`src/rtl/ir_dram_loader.sv`:
```
// IR dispatch RAM diagnostic loader, readback and port arbiter.
// Optional feature: IR_DRAM_PARGEN_EN (odd-parity generation and check on P).
module ir_dram_loader #(
    parameter int DRAM_WIDTH     = 15,
    parameter int DRAM_ADDR_BITS = 9
) (
    input  logic                        clk,
    input  logic                        reset,
    input  logic                        diag_load,
    input  logic [2:0]                  diag_func,
    input  logic [0:35]                 ebus_data,
    input  logic                        ebox_run,
    input  logic [0:DRAM_ADDR_BITS-1]   ir_dr_adr,
    input  logic [0:DRAM_WIDTH-1]       dram_dout,
    output logic [0:DRAM_ADDR_BITS-1]   dram_addr,
    output logic [0:DRAM_WIDTH-1]       dram_din,
    output logic                        dram_we,
    output logic                        own_port,
    output logic                        busy,
    output logic [0:DRAM_WIDTH-1]       rd_data,
    output logic                        rd_valid,
    output logic [0:DRAM_ADDR_BITS-1]   ld_addr,
    output logic                        err_cmd
);

    typedef enum logic [2:0] {
        IDLE  = 3'd0,
        ARB_W = 3'd1,
        WR    = 3'd2,
        ARB_R = 3'd3,
        RD    = 3'd4,
        RDCAP = 3'd5
    } state_t;

    localparam logic [2:0] F_LDADR = 3'd0;
    localparam logic [2:0] F_LDAB  = 3'd1;
    localparam logic [2:0] F_LDJH  = 3'd2;
    localparam logic [2:0] F_LDJL  = 3'd3;
    localparam logic [2:0] F_WRITE = 3'd4;
    localparam logic [2:0] F_READ  = 3'd5;
    localparam logic [2:0] F_CLEAR = 3'd6;

    state_t state;
    state_t state_nxt;

    logic [0:DRAM_WIDTH-1] stage;
    logic [0:DRAM_WIDTH-1] wr_word;
    logic                  grant;
    logic                  cmd_clear;
    logic                  cmd_idle;
    logic                  cmd_busy;
    logic                  ld_inc;
    logic                  rd_par_err;
    logic                  unused_ebus;

    assign grant     = ~ebox_run;
    assign cmd_clear = diag_load && (diag_func == F_CLEAR);
    assign cmd_idle  = diag_load && (state == IDLE) && !cmd_clear;
    assign cmd_busy  = diag_load && (state != IDLE) && !cmd_clear;
    assign ld_inc    = dram_we || (state == RDCAP);

    assign unused_ebus = ^ebus_data[7:26];

`ifdef IR_DRAM_PARGEN_EN
    logic par_bit;
    logic unused_stage_p;

    // P is recomputed so the stored word always has odd parity
    assign par_bit        = ~^{stage[0:5], stage[7:14]};
    assign wr_word        = {stage[0:5], par_bit, stage[7:14]};
    assign unused_stage_p = stage[6];
    assign rd_par_err     = (state == RDCAP) && !(^dram_dout);
`else
    assign wr_word    = stage;
    assign rd_par_err = 1'b0;
`endif

    always_ff @(posedge clk) begin
        if (reset) begin
            state <= IDLE;
        end else begin
            state <= state_nxt;
        end
    end

    always_comb begin
        state_nxt = state;
        if (cmd_clear) begin
            state_nxt = IDLE;
        end else begin
            unique case (state)
                IDLE: begin
                    if (cmd_idle && diag_func == F_WRITE) begin
                        state_nxt = grant ? WR : ARB_W;
                    end else if (cmd_idle && diag_func == F_READ) begin
                        state_nxt = grant ? RD : ARB_R;
                    end
                end
                ARB_W: begin
                    if (grant) begin
                        state_nxt = WR;
                    end
                end
                // A late ebox_run rise falls back to arbitration
                WR:    state_nxt = grant ? IDLE : ARB_W;
                ARB_R: begin
                    if (grant) begin
                        state_nxt = RD;
                    end
                end
                RD:    state_nxt = grant ? RDCAP : ARB_R;
                RDCAP: state_nxt = IDLE;
                default: state_nxt = IDLE;
            endcase
        end
    end

    always_comb begin
        own_port  = ((state == WR) || (state == RD)) && grant;
        dram_we   = (state == WR) && grant;
        dram_addr = own_port ? ld_addr : ir_dr_adr;
        dram_din  = dram_we ? wr_word : '0;
        busy      = (state != IDLE);
        rd_valid  = (state == RDCAP);
    end

    always_ff @(posedge clk) begin
        if (reset) begin
            stage   <= '0;
            ld_addr <= '0;
            rd_data <= '0;
            err_cmd <= 1'b0;
        end else if (cmd_clear) begin
            stage   <= '0;
            rd_data <= '0;
            err_cmd <= 1'b0;
        end else begin
            if (cmd_busy || rd_par_err) begin
                err_cmd <= 1'b1;
            end
            if (cmd_idle) begin
                unique case (diag_func)
                    F_LDADR: ld_addr     <= ebus_data[27:35];
                    F_LDAB:  stage[0:6]  <= ebus_data[0:6];
                    F_LDJH:  stage[7:10] <= ebus_data[0:3];
                    F_LDJL:  stage[11:14] <= ebus_data[0:3];
                    default: ;
                endcase
            end
            if (ld_inc) begin
                ld_addr <= ld_addr + 1'b1;
            end
            if (state == RDCAP) begin
                rd_data <= dram_dout;
            end
        end
    end

endmodule

```
`config.mk`:
```
export PLATFORM = sky130hd
export DESIGN_NAME = ir_dram_loader
export DESIGN_NICKNAME = d
export VERILOG_FILES = /design/src/rtl/ir_dram_loader.sv
export SDC_FILE = /design/constraint.sdc
export NUM_CORES = 1
export LEC_CHECK = 0
export CORE_MARGIN = 2
export CORE_UTILIZATION = 40
export DETAILED_ROUTE_END_ITERATION = 12
export HOLD_SLACK_MARGIN = 0.05
export PLACE_DENSITY_LB_ADDON = 0.05
export SLEW_MARGIN = 0
export SYNTH_ARGS = -nofsm -noshare
export SYNTH_HDL_FRONTEND = slang
export SYNTH_SLANG_ARGS = --single-unit
```
`constraint.sdc`:
```
create_clock -name clk -period 2.93 [get_ports clk]
set_input_delay 0.293 -clock clk [delete_from_list [all_inputs] [get_ports clk]]
set_output_delay 0.293 -clock clk [all_outputs]
set_load 0.03 [all_outputs]
```
---- Yosys cells after proc, flatten, opt, wreduce, memory -nomap -nowiden ----
Index checks and enable logic that the tools add are counted.
storage, ports and cells
  memory bits (read-only) ................. 0
  register bits ........................... 43
  bits in latches ......................... 0
  logic and storage cells ................. 61
  memories kept ........................... 0
  input bits .............................. 67
  output and inout bits ................... 53
  bits in writable memories ............... 0
cells by class
  muxes and demuxes ....................... 14
  bitwise gates (word level) .............. 2
  order comparisons ....................... 0
  eq/ne operators ......................... 14
  divide/modulo/power cells ............... 0
  reduce and logical (&&, ||, !) cells .... 23
  $mul .................................... 0
  shifts and indexed selects .............. 0
  $add $sub $neg .......................... 1
operators by type and width
  cell                                                                      number
  9-bit two-way mux                                                         4
  3-bit two-way mux                                                         6
  3-bit equality test (second input constant)                               5
  15-bit two-way mux                                                        1
  3-bit one-hot mux with 5 select lines                                     1
  3-bit by 2-bit equality test with 1-bit output (second input constant)    4
  9-bit by 1-bit adder with 9-bit output (second input constant)            1
  1-bit logical AND                                                         9
  3-bit by 1-bit equality test with 1-bit output (second input constant)    2
  3-bit zero test                                                           2
  2-bit AND reduction                                                       3
  3-bit AND reduction                                                       2
  2-bit inequality test (second input constant)                             2
  2-bit nonzero test                                                        2
  3-bit by 1-bit inequality test with 1-bit output (second input constant)  1
  3-bit nonzero test                                                        1
  1-bit logical OR                                                          2
  2-bit two-way mux                                                         1
  1-bit NOT                                                                 2
  2-bit OR reduction                                                        1
  1-bit zero test                                                           1
  1-bit two-way mux                                                         1

---- Logic depth before layout (Yosys ltp) ----
Gate-level depths: netlist of run 1.
  depth in word-level cells ............... 8
  mapped depth ............................ 8
  mapped depth without buffers ............ 7

---- Least setup slack after synthesis of run 1 ----
No wires, ideal clock.
  path kind ............................... flip-flop to output port
  start point ............................. reg state[1]
  end point ............................... out dram_din[1] (netlist name)
  data required time ...................... 2.637 ns
  slack ................................... 0.829 ns
  cell stages (with the launch flop) ...... 8
  buffers on the path ..................... 4
  arrival time ............................ 1.808 ns
  path through ............................ dfxtp_1 buf_6 or4b_1 buf_6 clkinv_8 buf_2 buf_2 and2_1
between the ends
  cells in the longest elaborated chain, start to end .. 3
ends and longest elaborated chain
  item                                            line  source
  from (decl)                                     43    state_t state;
  from (signal assigned)                          82    state <= state_nxt;
  3-bit by 2-bit equality test with 1-bit output  120   dram_we = (state == WR) && grant;
  1-bit logical AND                               120
  net dram_we                                     17    output logic dram_we,
  15-bit two-way mux                              122   dram_din = dram_we ? wr_word : '0;
  to (decl)                                       16    output logic [0:DRAM_WIDTH-1] dram_din,
The timed path passes the listed nets, and every way through them passes these cells.

---- Worst setup path in the final report of run 1 ----
  start point ............................. in ebox_run
  end point ............................... out dram_din[3] (netlist name)
between the ends
  cells in the longest elaborated chain, start to end .. 3
ends and longest elaborated chain
  item                line  source
  from (decl)         12    input logic ebox_run,
  1-bit NOT           56    assign grant = ~ebox_run;
  1-bit logical AND   120
  15-bit two-way mux  122
No other way between the ends.

==> results.cfg, run 1 <==
[logic_synthesis]
netlist_top_cells_area = dfxtp_1, mux2i_1, nand2_1, a21oi_1, mux2_2
synthArstFlopShare = 0
ys_ff_latch = 43
synth_flop_cell = dfxtp_1
syn_inst = 273
syn_avg_cell_area_um2 = 8.42
synth_edf_count = 0
yosysTopAreaCell = dfxtp_1
yosysWarnings = 0
synth_top_area_share = 0.374
ys_seq_area_frac = 0.374
synth_area_mm2 = 0.00230
synth_commonest_cells = nand2_1, dfxtp_1, a21oi_1, nor2_1, mux2i_1
synth_cell_types = 51
syn_nets = 342
synth.most_common_cell = nand2_1

[routing]
via_per_inst = 5.29
drtIter0Drc = 249
route.detailed.drc = 0
routed_wl_mm = 6.17
wire_per_inst_um = 14.0
vias = 2339
drt.antenna.violating_nets = 0
first_pass_iters = 4

[timing]
tns_ns = 0
rsz0062_at_grt = false
setup_viol = 0
hold_viol = 0
drv_slew = 0
relSlewSlack = 0.553
min_period_over_period = 0.926
max_freq_ghz = 0.368
fin_crit_ns = 2.71
clock_skew_ns = 0.00664
worst_pin_slew_ns = 0.665

[global_route]
grt_pass1_vias = 2176
antenna_found_initial = 0
overflow = 0
grt_usage = 0.199
grt_pass1_wl_mm = 10.2
grt_max_degree = 35

[clock_tree]
clk_pin_slew_ns = 0.08
numCtsBuffers = 5
cts_buffer_depth = 2
cts-resized-gates = 0
htreeDepth = 2
postCtsHoldBufs = 0
worstSkewPairLatency_ns = 0.29
cts_root_buf = clkbuf_8
post-cts-setup-buffer-count = 0
cts_sinks = 43
cts_tree = done

[setup_path]
r2r_cells = 5
regToRegEndpoint = ld_addr[8]$_SDFFE_PP0P_
crit_fanout = 22
cp-start-kind = primary input
rrSetupSlack_ns = 0.78
cp.arrival_ns = 2.42
critPathKind = in2out
required_ns = 2.64
critPathCaptureType = primary output
timing.rr.start = state[1]$_SDFFE_PP0P_

[layout]
diodes = 0
ff_latch_area_um2 = 861
syn2layout_area_growth_pct = 50.0
final_nets = 438
multi_input_area_mm2 = 0.00131
fillCellCount = 500
fin_cells = 442
drive_above_1_share = 0.0919

[worst_hold_path]
hp-class = reg2reg
min_to = rd_data[8]$_SDFFE_PP0P_
holdPathStages = 2
min_from = rd_data[8]$_SDFFE_PP0P_

[run_status]
status = complete, no violations

[die]
dieHeight_um = 79.8
num_io_pins = 120
fp.coreArea_mm2 = 0.00554
rows = 27
die_area_mm2 = 0.00637
fp.dieW_um = 79.8
start_util = 0.415

[power]
leakage_nw = 1.31
powerDensity_mw_per_mm2 = 388
ir_worst_vdd_uv = 267

[placement]
dp.final_hpwl_mm = 4.50
numPlacedInstances = 434
io_buffers = 99
gp_congestion = 0.920

[job]
drv_cap = 0
==> worst max-delay path by stage <==
stage,from,to,cells past startpoint
6_report,ebox_run,dram_din[3],5
2_1_floorplan,state[1]$_SDFFE_PP0P_,dram_din[1],7
5_1_grt,ebox_run,dram_din[1],5
3_5_place_dp,ebox_run,dram_din[10],5
4_1_cts,ebox_run,dram_din[10],5
3_3_place_gp,ebox_run,dram_din[10],5
==> sequential cells by signal, indices dropped and copies added, names as in the netlist <==
| signal | flops |
|---|---|
| err_cmd | 1 |
| state | 3 |
| stage | 15 |
| rd_data | 15 |
| ld_addr | 9 |
==> layout make-up <==
type,count,area share
flip-flops and latches,43,0.250
repair buffers,106,0.302
well taps,72,0.0261
clock buffers,7,0.0279
multi-input cells,205,0.380
inverters,8,0.0123
clock inverters,1,0.00218
==> layer usage <==
layer  vias to the layer above  share of wire  global-route usage
li1                       1160              -                   -
met1                      1073           0.43               0.258
met2                       102           0.47               0.318
met3                         4           0.10              0.0701
met4                         0         0.0044              0.0492
met5                         -              0                   0
==> cells by family after synthesis <==
| group | synth area share |
|---|---|
| AND/OR/NAND/NOR | 0.257 |
| multiplexers | 0.118 |
| buffers and inverters | 0.0555 |
| AO/OA/AOI/OAI | 0.180 |
| flip-flops | 0.374 |
| XOR/XNOR | 0.00381 |
| adder cells (fa/ha/maj) | 0.0109 |
==> critical path, stage by stage <==
cell,delay [ns]
clkdlybuf4s50_1,0.50
or4b_1,0.66
clkinv_8,0.16
and2_1,0.14
clkdlybuf4s50_1,0.67
==> cell usage in the layout (no fill, tap or decap), types with 2 or more instances in the layout <==
| master | count |
|---|---|
| nand3b_1 | 5 |
| ha_1 | 2 |
| nand3_1 | 11 |
| nand4b_1 | 2 |
| and4_1 | 2 |
| mux2i_1 | 17 |
| a31oi_1 | 2 |
| a21oi_1 | 24 |
| o21ai_0 | 3 |
| mux2_2 | 9 |
| clkbuf_8 | 7 |
| nand2_1 | 45 |
| o31a_1 | 3 |
| or3_1 | 2 |
| o211ai_1 | 4 |
| o22ai_1 | 3 |
| o21ai_2 | 2 |
| o32ai_1 | 4 |
| a21o_1 | 3 |
| clkdlybuf4s50_1 | 98 |
| o2111ai_1 | 2 |
| dfxtp_1 | 43 |
| buf_4 | 8 |
| and2_1 | 16 |
| nor2_1 | 21 |
| inv_1 | 7 |
==> stage by stage <==
stage | hold WS [ns] | setup slack, ns | util | power [mW] | area [um^2]
6_report | 0.455 | 0.216 | 0.623 | 1.34 | 3450
5_1_grt | 0.473 | 0.109 | 0.623 | 1.40 | 3450
4_1_cts | 0.458 | 0.192 | 0.623 | 1.36 | 3450
3_5_place_dp | 0.447 | 0.196 | 0.604 | 0.936 | 3350
3_3_place_gp | 0.441 | 0.188 | 0.604 | 0.934 | 3350
2_1_floorplan | 0.429 | 0.829 | - | 0.799 | 2300
==> power breakdown <==
part | leakage, nW | switching (mW) | internal [mW]
logic | 0.912 | 0.150 | 0.155
registers | 0.347 | 0.0189 | 0.599
clock network | 0.0505 | 0.202 | 0.215
total | 1.31 | 0.371 | 0.969
Power figures use the tool's default switching activity.
==> run 2, diff against run 1 <==
- CAP_MARGIN: unset -> 0
==> results of run 2 <==
Final layout, timing and power as in run 1 (identical DEF).
==> edit 1 (config.mk and constraints of run 1) <==
Build with the macro `IR_DRAM_PARGEN_EN` defined.
--- a/src/rtl/ir_dram_loader.sv
+++ b/src/rtl/ir_dram_loader.sv
@@ -1,5 +1,7 @@
 // IR dispatch RAM diagnostic loader, readback and port arbiter.
 // Optional feature: IR_DRAM_PARGEN_EN (odd-parity generation and check on P).
+`define IR_DRAM_PARGEN_EN
+
 module ir_dram_loader #(
     parameter int DRAM_WIDTH     = 15,
     parameter int DRAM_ADDR_BITS = 9
Check against the original RTL: not equivalent (Yosys sat finds a counterexample within 4 cycles, from zero or initial values and one cycle with reset high).
==> edit 1 against run 1 <==
  * Core utilization decreased by 2.5 points
  * Largest cell class unchanged
  * Total power grew 11%
  * Worst setup slack gained 0.016 ns
  * Cell area is 1.4% higher
  * Final cell count increased by 3.8%
  * Synthesized area increased by 3.5%
  * Sequential cell count shrank 1
  * Count of clock-buffer cells in the layout unchanged
  * Routed wire length fell by 1.4%
  * First-iteration DRC count shrank 77%
  * Critical path depth did not move
  * Global-route usage fell by 1.1 points
==> edit 1: results <==
metrics = {
    "global_routing": {
        "grt_max_degree": 30,
        "grt_pass1_vias": 2081,
        "grt_pass1_wl_um": 9690,
        "grt_use_total_pct": 18.9,
    },
    "worst_setup_path": {
        "worst_ep_arrival_time_ns": 2.40,
        "ff2ff_path_depth": 6,
        "endpoint": "dram_din[2]",
        "r2r-start": "state[1]",
        "worstPathMaxFanout": 18,
        "reg2reg_setup_slack_ns": 0.63,
    },
    "drt": {
        "vias_per_cell": 5.05,
        "dr.pass1.iters": 4,
        "drtIter0Drc": 58,
        "routed_wl_um": 6080,
    },
    "clock_network": {
        "clock_path_buffers": 2,
        "numCtsBuffers": 5,
    },
    "sta": {
        "skew_ns": 0.00695,
        "slew-limit-headroom_pct": 62.1,
    },
    "final_layout": {
        "drive_gt1_share_pct": 7.29,
        "reg_top3": "rd_data: 15 flops, stage: 14 flops, ld_addr: 9 flops",
        "instances_no_fill": 459,
    },
    "yosys": {
        "avgSynthCellArea_um2": 8.21,
        "synth_cell_type_count": 46,
        "ys_top_cells_by_count": "nand2_1, dfxtp_1, a21oi_1",
        "synth_area_leaders": "dfxtp_1, xnor2_1, nand2_1, a21oi_1, mux2i_1",
        "syn-num-nets": 359,
        "synth-seq-area-share_pct": 35.3,
    },
    "pwr": {
        "vdd_ir_drop_max_mv": 0.301,
        "power_leakage_nw": 1.25,
        "p_int_w": 0.00102,
    },
    "min_path": {
        "worstHoldStart": "rd_data[6]",
    },
    "placed_design": {
        "gp_congestion": 0.859,
        "post-place-cells": 451,
        "hpwlAfterDp_um": 4510,
        "portBuffers": 98,
    },
    "status": {
        "outcome": "completed",
    },
}
edit 1: cell types whose count changed in the layout (fill, tap and decap cells not counted), sizes merged, moves of 4 or more:
cell / before / now
a311oi: 0 / 4
mux2i: 17 / 11
o21ai: 5 / 12
o211ai: 4 / 0
and3: 1 / 5
o32ai: 4 / 0
xor2: 0 / 4
a211oi: 0 / 4
xnor2: 1 / 24
nand3b: 5 / 1
a21oi: 24 / 29
edit 1: kinds of logic (layout without fill, tap and decap cells):
kind of cell / after synthesis / after routing / synth area share, %
buffers and inverters: 25 / 119 / 5.05
XOR/XNOR: 28 / 28 / 10.3
multiplexers: 19 / 19 / 8.41
AO/OA/AOI/OAI: 61 / 61 / 16.7
flip-flops: 42 / 42 / 35.3
AND/OR/NAND/NOR: 113 / 113 / 23.2
adder cells (fa/ha/maj): 2 / 2 / 1.05
edit 1: layer usage:
layer / part of all wire, % / vias to the layer above / track usage, % / wire length, um
met1: 43 / 1066 / 23.5 / 2630
met4: 0.71 / 0 / 4.58 / 43
met3: 7.5 / 4 / 5.67 / 458
met5: 0 / - / 0 / 0
met2: 49 / 67 / 32.0 / 2950
li1: - / 1181 / - / -
edit 1: final cells by class:
cell class / count / area [um^2]
clock buffers: 7 / 86.3
clock inverters: 1 / 5.00
fillers: 590 / 2350
inverters: 7 / 26.3
multi-input cells: 223 / 1420
flip-flops and latches: 42 / 841
well taps: 75 / 93.8
repair buffers: 104 / 1030
edit 1: critical path: stages:
cell and delay, ns:
clkdlybuf4s50_1 0.51, or4b_4 0.53, inv_2 0.22, and2_1 0.18, clkdlybuf4s50_1 0.67
edit 1: power groups by stage:
stage / clock, W / sequential, W / combinational (W)
after floorplan: 0 / 0.000646 / 0.000292
after global placement: 0 / 0.000638 / 0.000476
after detailed placement: 0 / 0.000638 / 0.000479
after CTS: 0.000405 / 0.000625 / 0.000481
after global routing: 0.000424 / 0.000630 / 0.000514
final: 0.000387 / 0.000624 / 0.000474
edit 1: worst min-delay path by stage:
stage,depth (start not counted),slack (ns),end
6_report,2,0.46,rd_data[6]
2_1_floorplan,2,0.43,rd_data[0]
4_1_cts,2,0.46,rd_data[8]
3_3_place_gp,2,0.44,rd_data[0]
3_5_place_dp,2,0.45,rd_data[5]
5_1_grt,2,0.47,rd_data[8]
edit 1: through the flow:
step | utilization (%) | worst slack (ns) | hold slack (ns) | power (W) | area (um^2)
6_report | 59.8 | 0.232 | 0.458 | 0.00149 | 3500
4_1_cts | 59.8 | 0.194 | 0.461 | 0.00151 | 3500
5_1_grt | 59.8 | 0.0968 | 0.473 | 0.00157 | 3500
2_1_floorplan | - | 0.687 | 0.429 | 0.000938 | 2380
3_5_place_dp | 58.2 | 0.198 | 0.448 | 0.00112 | 3410
3_3_place_gp | 58.2 | 0.197 | 0.441 | 0.00111 | 3410
==> edit 2 (config.mk and constraints of run 1) <==
Made on the original files. Add an input register stage for `diag_load`, `diag_func`, `ebus_data`, `ebox_run` and `ir_dr_adr`, cleared by the reset; this delays them by one clock. The other inputs are not delayed to match.
--- a/src/rtl/ir_dram_loader.sv
+++ b/src/rtl/ir_dram_loader.sv
@@ -40,6 +40,28 @@
     localparam logic [2:0] F_READ  = 3'd5;
     localparam logic [2:0] F_CLEAR = 3'd6;
 
+    logic diag_load_q;
+    logic [2:0] diag_func_q;
+    logic [0:35] ebus_data_q;
+    logic ebox_run_q;
+    logic [0:DRAM_ADDR_BITS-1] ir_dr_adr_q;
+
+    always_ff @(posedge clk) begin
+        if (reset) begin
+            diag_load_q <= '0;
+            diag_func_q <= '0;
+            ebus_data_q <= '0;
+            ebox_run_q  <= '0;
+            ir_dr_adr_q <= '0;
+        end else begin
+            diag_load_q <= diag_load;
+            diag_func_q <= diag_func;
+            ebus_data_q <= ebus_data;
+            ebox_run_q  <= ebox_run;
+            ir_dr_adr_q <= ir_dr_adr;
+        end
+    end
+
     state_t state;
     state_t state_nxt;
 
@@ -53,13 +75,13 @@
     logic                  rd_par_err;
     logic                  unused_ebus;
 
-    assign grant     = ~ebox_run;
-    assign cmd_clear = diag_load && (diag_func == F_CLEAR);
-    assign cmd_idle  = diag_load && (state == IDLE) && !cmd_clear;
-    assign cmd_busy  = diag_load && (state != IDLE) && !cmd_clear;
+    assign grant     = ~ebox_run_q;
+    assign cmd_clear = diag_load_q && (diag_func_q == F_CLEAR);
+    assign cmd_idle  = diag_load_q && (state == IDLE) && !cmd_clear;
+    assign cmd_busy  = diag_load_q && (state != IDLE) && !cmd_clear;
     assign ld_inc    = dram_we || (state == RDCAP);
 
-    assign unused_ebus = ^ebus_data[7:26];
+    assign unused_ebus = ^ebus_data_q[7:26];
 
 `ifdef IR_DRAM_PARGEN_EN
     logic par_bit;
@@ -90,9 +112,9 @@
         end else begin
             unique case (state)
                 IDLE: begin
-                    if (cmd_idle && diag_func == F_WRITE) begin
+                    if (cmd_idle && diag_func_q == F_WRITE) begin
                         state_nxt = grant ? WR : ARB_W;
-                    end else if (cmd_idle && diag_func == F_READ) begin
+                    end else if (cmd_idle && diag_func_q == F_READ) begin
                         state_nxt = grant ? RD : ARB_R;
                     end
                 end
@@ -118,7 +140,7 @@
     always_comb begin
         own_port  = ((state == WR) || (state == RD)) && grant;
         dram_we   = (state == WR) && grant;
-        dram_addr = own_port ? ld_addr : ir_dr_adr;
+        dram_addr = own_port ? ld_addr : ir_dr_adr_q;
         dram_din  = dram_we ? wr_word : '0;
         busy      = (state != IDLE);
         rd_valid  = (state == RDCAP);
@@ -139,11 +161,11 @@
                 err_cmd <= 1'b1;
             end
             if (cmd_idle) begin
-                unique case (diag_func)
-                    F_LDADR: ld_addr     <= ebus_data[27:35];
-                    F_LDAB:  stage[0:6]  <= ebus_data[0:6];
-                    F_LDJH:  stage[7:10] <= ebus_data[0:3];
-                    F_LDJL:  stage[11:14] <= ebus_data[0:3];
+                unique case (diag_func_q)
+                    F_LDADR: ld_addr     <= ebus_data_q[27:35];
+                    F_LDAB:  stage[0:6]  <= ebus_data_q[0:6];
+                    F_LDJH:  stage[7:10] <= ebus_data_q[0:3];
+                    F_LDJL:  stage[11:14] <= ebus_data_q[0:3];
                     default: ;
                 endcase
             end
Check against the original RTL: not equivalent (Yosys sat finds a counterexample within 4 cycles, from zero or initial values and one cycle with reset high).
==> edit 2 against run 1 <==
  * Synthesized area rose by 29%
  * Sequential cell count grew 30
  * Fmax decreased by 2.1%
  * Sequential power up 78%
  * Worst hold slack got worse by 0.00092 ns
  * Count of clock-buffer cells in the layout is 2 higher
  * Synthesized cell count up 20%
  * Total power grew 70%
  * Clock power up 63%
  * Global-route usage down 2.5 points
  * Routed wire length rose by 12%
  * Worst setup slack got worse by 0.059 ns
  * Cell area up 22%
  * Critical path type is now register to primary output
  * Critical endpoint is now dram_addr[8]
==> edit 2: results <==
metrics = {
    "drt": {
        "wl_met1_um": 3120,
        "routed_wl_um": 6930,
        "met3_length_um": 573,
        "routed-via-count": 2568,
        "wl_met2_um": 3130,
        "drtIter0Drc": 107,
    },
    "placed_design": {
        "hpwlAfterDp_um": 4950,
        "gp_congestion": 0.855,
        "dp_slack_ns": 0.507,
    },
    "min_path": {
        "worstHoldStart": "stage[8]",
    },
    "yosys": {
        "synth_area_leaders": "dfxtp_1, nor2b_1, nand2_1, a21oi_1, and2_1",
        "synth_xor_area_share_pct": 0.591,
        "syn-num-nets": 397,
        "synth_cell_type_count": 45,
        "synth_compound_area_share_pct": 11.7,
        "ys_top_cells_by_count": "dfxtp_1, nand2_1, nor2b_1",
        "synthMuxAreaShare_pct": 7.90,
    },
    "global_routing": {
        "grt_pass1_wl_um": 11600,
        "grt_use_met1_pct": 21.0,
        "use_met3_pct": 5.70,
        "grt_max_degree": 33,
        "grt_use_total_pct": 17.5,
        "use_met2_pct": 28.6,
    },
    "sta": {
        "slew-limit-headroom_pct": 42.2,
        "skew_ns": 0.0103,
    },
    "final_layout": {
        "n_fill_cell": 683,
        "drive_gt1_share_pct": 10.0,
        "nets": 493,
        "reg_top3": "ebus_data_q: 16 flops, rd_data: 15 flops, stage: 15 flops",
    },
    "clock_network": {
        "cts.htree.levels": 3,
        "numCtsBuffers": 9,
        "clkLatencyLatePin_ns": 0.34,
    },
    "status": {
        "outcome": "completed",
    },
    "worst_setup_path": {
        "worst_ep_arrival_time_ns": 2.48,
        "startpoint": "state[2]",
        "ff2ff_path_depth": 7,
        "reg2reg_to": "ld_addr[4]",
        "reg2reg_setup_slack_ns": 0.67,
        "endpoint": "dram_addr[8]",
    },
    "pwr": {
        "power_leakage_nw": 1.59,
        "vdd_ir_drop_max_mv": 0.262,
    },
}
==> edit 2: cell types whose count changed in the layout (fill, tap and decap cells not counted), moves of 4 or more <==
cell and delta:
nor2b_1 +31, dfxtp_1 +30, o21ai_0 +9, mux2i_1 -6, a21oi_1 +5, and2_1 +4, inv_1 -4
==> edit 2: logic make-up after synthesis <==
kind of cell,after synthesis
AND/OR/NAND/NOR,148
flip-flops,73
AO/OA/AOI/OAI,57
buffers and inverters,24
multiplexers,22
XOR/XNOR,2
adder cells (fa/ha/maj),2
==> edit 2: worst min-delay path by stage <==
stage	depth (start not counted)	to
CTS	2	stage[8]
global route	2	rd_data[10]
floorplan	1	diag_func_q[0]
detailed placement	2	stage[8]
global placement	2	stage[7]
finish	2	stage[8]
==> edit 2: layout make-up <==
cell class	count	area share (%)
clock buffers	9	2.95
clock inverters	7	1.13
inverters	3	0.268
multi-input cells	231	33.1
flip-flops and latches	73	34.8
well taps	99	2.95
repair buffers	106	24.8
==> edit 2: stage by stage <==
stage	instances	total power [W]	hold WS, ns	instance area (um^2)	util (%)
2_1_floorplan	328	0.00143	0.421	2960	-
3_3_place_gp	512	0.00161	0.439	4030	55.9
3_5_place_dp	512	0.00162	0.446	4030	55.9
4_1_cts	528	0.00230	0.457	4210	58.3
5_1_grt	528	0.00238	0.475	4210	58.3
6_report	528	0.00227	0.454	4210	58.3
==> edit 2: power breakdown <==
part,internal (W),total [W],switching (W)
sequential,0.00104,0.00110,0.0000551
clock,0.000305,0.000680,0.000376
combinational,0.000242,0.000497,0.000255
==> edit 2: critical path, cell delays in order, from the launching register on <==
cell and delay (ns):
dfxtp_1 0.52, xnor2_1 0.11, or3_1 0.54, mux2_2 0.31, clkdlybuf4s50_1 0.68
